File: src/rtl/apu_dma_pkg.sv
// Shared types and constants for the APU bus scheduler (sprite and DMC sample DMA).
package apu_dma_pkg;

  typedef enum logic [2:0] {
    StIdle,
    StHalt,
    StDummy,
    StAlign,
    StOamRd,
    StOamWr,
    StDmcRd
  } dma_state_e;

  localparam logic [15:0] OAMDATA_ADDR = 16'h2004;
  localparam int unsigned OAM_LEN      = 256;

endpackage

File: src/rtl/apu_dma_busmux.sv
// Pad-side address/RW/data-enable selector, keyed by the scheduler state.
module apu_dma_busmux
  import apu_dma_pkg::*;
(
  input  dma_state_e  state_i,
  input  logic [15:0] cpu_addr_i,
  input  logic        cpu_rw_i,
  input  logic [7:0]  page_i,
  input  logic [7:0]  cnt_i,
  input  logic [15:0] dmc_addr_i,
  output logic [15:0] addr_o,
  output logic        rw_o,
  output logic        db_oe_o
);

  // The core keeps the bus in IDLE/HALT/DUMMY/ALIGN; DMA states own it.
  always_comb begin
    addr_o  = cpu_addr_i;
    rw_o    = cpu_rw_i;
    db_oe_o = 1'b0;
    unique case (state_i)
      StOamRd: begin
        addr_o = {page_i, cnt_i};
        rw_o   = 1'b1;
      end
      StOamWr: begin
        addr_o  = OAMDATA_ADDR;
        rw_o    = 1'b0;
        db_oe_o = 1'b1;
      end
      StDmcRd: begin
        addr_o = dmc_addr_i;
        rw_o   = 1'b1;
      end
      default: ;
    endcase
  end

endmodule

File: src/rtl/apu_dma_sched.sv
// APU external-bus cycle scheduler: core halt, $4014 sprite copy and DMC sample fetches.
// DMC fetch path is built only when APU_DMC_DMA_EN is defined.
module apu_dma_sched
  import apu_dma_pkg::*;
(
  input  logic        CLK,
  input  logic        n_RES,
  input  logic [15:0] cpu_addr,
  input  logic        cpu_rw,
  input  logic        oam_start,
  input  logic [7:0]  oam_page,
  input  logic        dmc_req,
  input  logic [15:0] dmc_addr,
  input  logic [7:0]  db_in,
  output logic [15:0] Addr_topad,
  output logic        RW_topad,
  output logic [7:0]  db_out,
  output logic        db_oe,
  output logic        RDY,
  output logic [7:0]  dmc_data,
  output logic        dmc_ack,
  output logic        dma_busy
);

  localparam logic [7:0] OamLast = 8'(OAM_LEN - 1);

  dma_state_e state_q;
  dma_state_e read_st;
  logic       put_q;
  logic       oam_pend_q;
  logic       rdy_q;
  logic [7:0] cnt_q;
  logic [7:0] page_q;
  logic [7:0] byte_q;
  logic       dmc_pend;
  logic       dmc_now;
  logic       oam_now;
  logic       next_get;

  assign next_get = put_q;
  assign oam_now  = oam_pend_q | oam_start;

`ifdef APU_DMC_DMA_EN
  logic       dmc_pend_q;
  logic       dmc_ack_q;
  logic [7:0] dmc_data_q;
  logic       dmc_take;

  // A level request is not re-armed by the fetch it has just been served with.
  assign dmc_take = dmc_req && (state_q != StDmcRd) && !dmc_ack_q;
  assign dmc_pend = dmc_pend_q;
  assign dmc_now  = dmc_pend_q | dmc_take;
  assign read_st  = dmc_now ? StDmcRd : StOamRd;
  assign dmc_ack  = dmc_ack_q;
  assign dmc_data = dmc_data_q;

  always_ff @(posedge CLK or negedge n_RES) begin
    if (!n_RES) begin
      dmc_pend_q <= 1'b0;
      dmc_ack_q  <= 1'b0;
      dmc_data_q <= 8'h00;
    end else begin
      dmc_ack_q <= (state_q == StDmcRd);
      if (state_q == StDmcRd) begin
        dmc_pend_q <= 1'b0;
        dmc_data_q <= db_in;
      end else if (dmc_take) begin
        dmc_pend_q <= 1'b1;
      end
    end
  end
`else
  logic unused_dmc_req;

  assign unused_dmc_req = dmc_req;
  assign dmc_pend       = 1'b0;
  assign dmc_now        = 1'b0;
  assign read_st        = StOamRd;
  assign dmc_ack        = 1'b0;
  assign dmc_data       = 8'h00;
`endif

  always_ff @(posedge CLK or negedge n_RES) begin
    if (!n_RES) begin
      state_q    <= StIdle;
      put_q      <= 1'b0;
      cnt_q      <= 8'h00;
      page_q     <= 8'h00;
      byte_q     <= 8'h00;
      oam_pend_q <= 1'b0;
      rdy_q      <= 1'b1;
    end else begin
      put_q <= ~put_q;
      if (oam_start && !oam_pend_q) begin
        oam_pend_q <= 1'b1;
        page_q     <= oam_page;
      end
      unique case (state_q)
        StIdle: begin
          if (oam_now || dmc_now) begin
            state_q <= StHalt;
            rdy_q   <= 1'b0;
          end
        end
        // Core writes run to completion; leave on its first (discarded) read.
        StHalt: begin
          if (cpu_rw) begin
            if (dmc_now && !oam_now) state_q <= StDummy;
            else if (next_get)       state_q <= read_st;
            else                     state_q <= StAlign;
          end
        end
`ifdef APU_DMC_DMA_EN
        StDummy: state_q <= next_get ? StDmcRd : StAlign;
        StDmcRd: begin
          if (oam_pend_q) begin
            state_q <= StAlign;
          end else begin
            state_q <= StIdle;
            rdy_q   <= 1'b1;
          end
        end
`endif
        StAlign: begin
          if (next_get) state_q <= read_st;
        end
        StOamRd: begin
          byte_q  <= db_in;
          state_q <= StOamWr;
        end
        StOamWr: begin
          cnt_q <= cnt_q + 8'd1;
          if (cnt_q == OamLast) oam_pend_q <= 1'b0;
          if (dmc_now) begin
            state_q <= StDmcRd;
          end else if (oam_pend_q && cnt_q != OamLast) begin
            state_q <= StOamRd;
          end else begin
            state_q <= StIdle;
            rdy_q   <= 1'b1;
          end
        end
        default: begin
          state_q <= StIdle;
          rdy_q   <= 1'b1;
        end
      endcase
    end
  end

  apu_dma_busmux u_busmux (
    .state_i    (state_q),
    .cpu_addr_i (cpu_addr),
    .cpu_rw_i   (cpu_rw),
    .page_i     (page_q),
    .cnt_i      (cnt_q),
    .dmc_addr_i (dmc_addr),
    .addr_o     (Addr_topad),
    .rw_o       (RW_topad),
    .db_oe_o    (db_oe)
  );

  assign db_out   = byte_q;
  assign RDY      = rdy_q;
  assign dma_busy = oam_pend_q | dmc_pend | (state_q != StIdle);

endmodule

File: config.mk
export PLATFORM = sky130hd
export DESIGN_NAME = apu_dma_sched
export DESIGN_NICKNAME = d
export VERILOG_FILES = /design/src/rtl/apu_dma_pkg.sv /design/src/rtl/apu_dma_busmux.sv /design/src/rtl/apu_dma_sched.sv
export SDC_FILE = /design/constraint.sdc
export NUM_CORES = 1
export LEC_CHECK = 0
export ABC_AREA = 1
export CAP_MARGIN = 40
export CELL_PAD_IN_SITES_DETAIL_PLACEMENT = 1
export CELL_PAD_IN_SITES_GLOBAL_PLACEMENT = 2
export CORE_MARGIN = 2
export CORE_UTILIZATION = 21
export DETAILED_ROUTE_END_ITERATION = 7
export GPL_TIMING_DRIVEN = 0
export PLACE_DENSITY_LB_ADDON = 0.1
export SKIP_CTS_REPAIR_TIMING = 1
export SLEW_MARGIN = 15
export SYNTH_ARGS = -nofsm -noshare
export SYNTH_HDL_FRONTEND = slang
export SYNTH_HIERARCHICAL = 1
export SYNTH_SLANG_ARGS = --single-unit
export TNS_END_PERCENT = 5
File: constraint.sdc
create_clock -name CLK -period 1.15 [get_ports CLK]
set_input_delay 0.23 -clock CLK [delete_from_list [all_inputs] [get_ports CLK]]
set_output_delay 0.23 -clock CLK [all_outputs]
set_load 0.01 [all_outputs]
---- Yosys cells after proc, flatten, opt, wreduce, memory -nomap -nowiden ----
Index checks and enable logic that the tools add are counted.
operators by class
  $add $sub $neg .......................... 1
  bitwise logic cells ..................... 4
  shift-type cells ........................ 0
  equal/unequal tests ..................... 11
  multiplexer cells ....................... 15
  divide/modulo/power cells ............... 0
  $lt $le $gt $ge ......................... 0
  $mul .................................... 0
  reduce and logical (&&, ||, !) cells .... 9
operators by type and width
  operator                                       count
  case mux 16 bit (3 select lines)               1
  two-way mux 3 bit                              5
  case mux 3 bit (5 select lines)                1
  == test 3 bit, second input constant           3
  adder 8 x 1 -> 8 bit, second input constant    1
  == test 8 bit, second input constant           1
  != test 2 bit, second input constant           4
  != test 8 bit, second input constant           1
  two-way mux 1 bit                              6
  AND reduction 3 bit                            2
  == test 3 x 1 -> 1 bit, second input constant  1
  == test 3 x 2 -> 1 bit, second input constant  1
  logical NOT 3 bit                              1
  case mux 1 bit (3 select lines)                1
  nonzero test 3 bit                             1
  OR reduction 3 bit                             1
  logical AND 1 bit                              2
  NOT 1 bit                                      2
  OR 1 bit                                       2
  case mux 1 bit (2 select lines)                1
  OR reduction 2 bit                             1
  logical NOT 1 bit                              1
storage, ports and cells
  memories kept ........................... 0
  bits in registers ....................... 30
  output and inout port bits .............. 37
  bits in latches ......................... 0
  ROM bits ................................ 0
  bits in writable memories ............... 0

---- Logic depth before layout (Yosys ltp) ----
  word-level depth ........................ 5
  mapped depth ............................ 8
  gate-level depth less buffers ........... 8

---- Cells and area by module ----
Netlist, hierarchy kept.
by module, submodules not included
  module          instances  area each (um^2)  cells each
  apu_dma_sched   1          1341.3            125
  apu_dma_busmux  1          590.6             84

---- Worst setup path after synthesis ----
OpenSTA, ideal clock, no wires.
  path kind ............................... register to output
  start point ............................. register state_q[1]
  end point ............................... output Addr_topad[12]
  data required time ...................... 0.920 ns
  slack ................................... -0.093 ns
  data arrival time ....................... 1.013 ns
  cell stages (with the launch flop) ...... 6
  cells stage by stage .................... dfrtp_1 > buf_4 > nor2_4 > buf_4 > nand3_1 > nand3_1
on the way
  word-level cells in the longest chain between the ends .. 2
  elaborated cells between the ends (all ways) .. 4
  classes of those cells .................. eq/ne (3); mux (1)
ends and longest elaborated chain
  what                                  RTL line              source
  from (decl)                           apu_dma_sched.sv:27   dma_state_e state_q;
  from (signal assigned)                apu_dma_sched.sv:85   state_q <= StIdle;
  from (signal assigned)                apu_dma_sched.sv:101  state_q <= StHalt;
  from (signal assigned)                apu_dma_sched.sv:108  if (dmc_now && !oam_now) state_q <= StDummy;
  == test 3 bit                         apu_dma_busmux.sv:21  unique case (state_i)
  case mux 16 bit (3 select lines) (*)  apu_dma_busmux.sv:21
  to (decl)                             apu_dma_sched.sv:15   output logic [15:0] Addr_topad,
Every way passes the cells marked *; elsewhere a longest branch is shown, timed or not.

---- Worst setup path after layout ----
  start point ............................. register state_q[1]
  end point ............................... output Addr_topad[7]
Same word-level chain as after synthesis.

==> reports/metrics.cfg <==
[run_status]
outcome = finished with violations
violations = negative hold slack, negative setup slack

[worst_setup_path]
timing.rr.end = db_out[2]
end_kind = output pin
rrSetupSlack_ns = -0.25
reg2reg_from = state_q[0]
startpoint = state_q[1]
r2r_cells = 4
crit_required_ns = 0.92
cp.arrival_ns = 1.50
critPathMaxFanout = 5
path_class = flop to output pin
worstSetupStartpointType = flop
crit_end = Addr_topad[7]

[die]
core.rowCount = 34
initial_core_util_pct = 21.9
dieArea_um2 = 9980
die_w_um = 99.9
dieHeight_um = 99.9
core_um2 = 8810
ios = 90

[sta]
max_slew.worst_pin.slew_ns = 0.689
finalClockSkew_ns = 0.0104
setup_viol = 37
slew_viol_final = 0
rsz0062_at_grt = true
post-route-period-util_pct = 151
timing.final.crit_period_ns = 1.73
worst_slack_ns = -0.582
slew_headroom_pct = 54.1
max_freq_mhz = 577
hold_viol_final = 18
hold_ws_ns = -0.0135

[layout]
antenna_cells = 0
nets = 369
final_cell_mix = clkdlybuf4s50_1, nand3_2, dfrtp_1
finalCoreUtilization_pct = 37.2
syn_to_final_growth_pct = 69.4
final_common_cell = clkdlybuf4s50_1
drive_gt1_share_pct = 40.5
final_cells = 424

[synthesis]
synth_cell_type_count = 28
synth_mux_area_share_pct = 9.33
yosys.area_share.simple_pct = 35.2
syn_area_per_cell_um2 = 9.24
synth_top_family_by_area = simple AND/OR/NAND/NOR gates
synth_xor_area_share_pct = 3.17
ys_warn_count = 6
synth-compound-area-share_pct = 1.62
synth_cells = 209
async_reset_ff_share_pct = 100
synthAdderAreaFrac_pct = 0.648
syn_area_um2 = 1930
synth_flop_cell = dfrtp_1
synth_edf_count = 0
ys_ff_latch = 30
seq_area_frac_synth_pct = 38.9

[power]
seqPwrFrac_pct = 23.8
power_frac_comb_pct = 63.8
power.total_mw = 7.11
p_clk_share_pct = 12.4
power_leakage_nw = 1.60
ir_drop_mv = 1.00
power_density_nw_per_um2 = 2170
switchingPower_mw = 2.97
internal-power_mw = 4.15
sw_frac_of_total_pct = 41.7

[global_route]
overflow = 0
antenna_found_initial = 0
grt_pass1_vias = 1885
grt_usage_pct = 12.9
grt_pass1_wl_mm = 10.1
grt_max_degree = 31

[detailed_routing]
drtIter0Drc = 32
vias = 1871
antenna_left = 0
viasPerCell = 4.41
drc_errors = 0
wirelength_mm = 6.44
firstDrtPassIters = 4
wl_per_cell_um = 15.2

[clocking]
clkSlewWorstSetupHoldPaths_ns = 0.07
cts_sinks = 30
cts_buffers = 5
htree_levels = 2
cts_buffer_depth = 2
clkLatencyLatePin_ns = 0.28
clockRootBuffer = clkbuf_8
cts_tree = built

[place]
place_congestion = 0.744
port_buffers = 79
dp.cells = 404
hpwl_mm = 4.75
post-place-ws_ns = -0.745

[run]
cap_viol_max_count = 0

[hold_path]
hp-class = input pin to async pin

==> through the flow <==
stage	TNS, ns	cell area, um2
floorplan	-0.952	2030
global placement	-44.34	2950
detailed placement	-18.98	2950
CTS	-25.53	3040
global route	-15.82	3270
finish	-12.72	3270
==> cell families after synthesis <==
logic type	Yosys count
other cells	1
xor+xnor	7
buf+inv	33
compound gates	6
mux	16
fa+ha+maj	1
flops	30
simple gates	115
==> how the worst min path moves through the flow <==
stage / depth (start not counted) / slack (ns) / endpoint
2_1_floorplan: 0 / -0.07 / cnt_q[0]
3_3_place_gp: 1 / 0.44 / next_get
3_5_place_dp: 1 / 0.33 / db_out[1]
4_1_cts: 1 / 0.02 / next_get
5_1_grt: 1 / 0.04 / db_out[1]
6_report: 1 / -0.01 / db_out[1]
==> final cells by class <==
type	instances	area, um2
clock buffers	8	90.1
fillers	1016	5530
multi-input cells	154	1130
flip-flops and latches	30	757
repair buffers	91	896
inverters	14	60.1
well taps	108	135
plain buffers	19	201
==> flip-flops by register name, indices dropped and copies added (netlist names) <==
signal and count:
state_q 3, next_get 1, oam_pend_q 1, db_out 8, cnt_q 8, page_q 8, RDY 1
==> metal layers <==
layer  track usage, %  vias to the layer above  part of all wire (%)
li1                 -                      916                     -
met1             18.1                      894                    47
met2             19.7                       55                    47
met3             2.72                        6                   4.8
met4             4.43                        0                   1.5
met5                0                        -                     0
==> critical path, stage by stage, from the launching register on <==
cell and delay [ns]:
dfrtp_2 0.43, buf_8 0.14, nor2_4 0.14, buf_6 0.14, buf_8 0.12, nand3_2 0.07, nand3_2 0.08, buf_6 0.10
==> cell usage after synthesis (3+ instances only) <==
master | n | area (um2)
nand3_1 | 37 | 185
dfrtp_1 | 29 | 726
nand2_1 | 24 | 90.1
nand3_2 | 19 | 190
nand4_1 | 17 | 106
mux2_2 | 16 | 180
inv_1 | 12 | 45.0
nor2_1 | 12 | 45.0
buf_4 | 11 | 82.6
buf_2 | 4 | 20.0
o21ai_0 | 4 | 20.0
xnor2_1 | 4 | 35.0
buf_6 | 3 | 33.8
xor2_1 | 3 | 26.3
==> power by group through the flow <==
| stage | clock network (mW) | logic [mW] | registers (mW) |
|---|---|---|---|
| floorplan | 0 | 2.34 | 1.74 |
| detailed placement | 0 | 4.05 | 1.73 |
| CTS | 0.938 | 4.07 | 1.72 |
| global placement | 0 | 4.05 | 1.72 |
| global route | 0.965 | 4.95 | 1.76 |
| finish | 0.880 | 4.54 | 1.70 |
(Power assumes the default switching activity.)
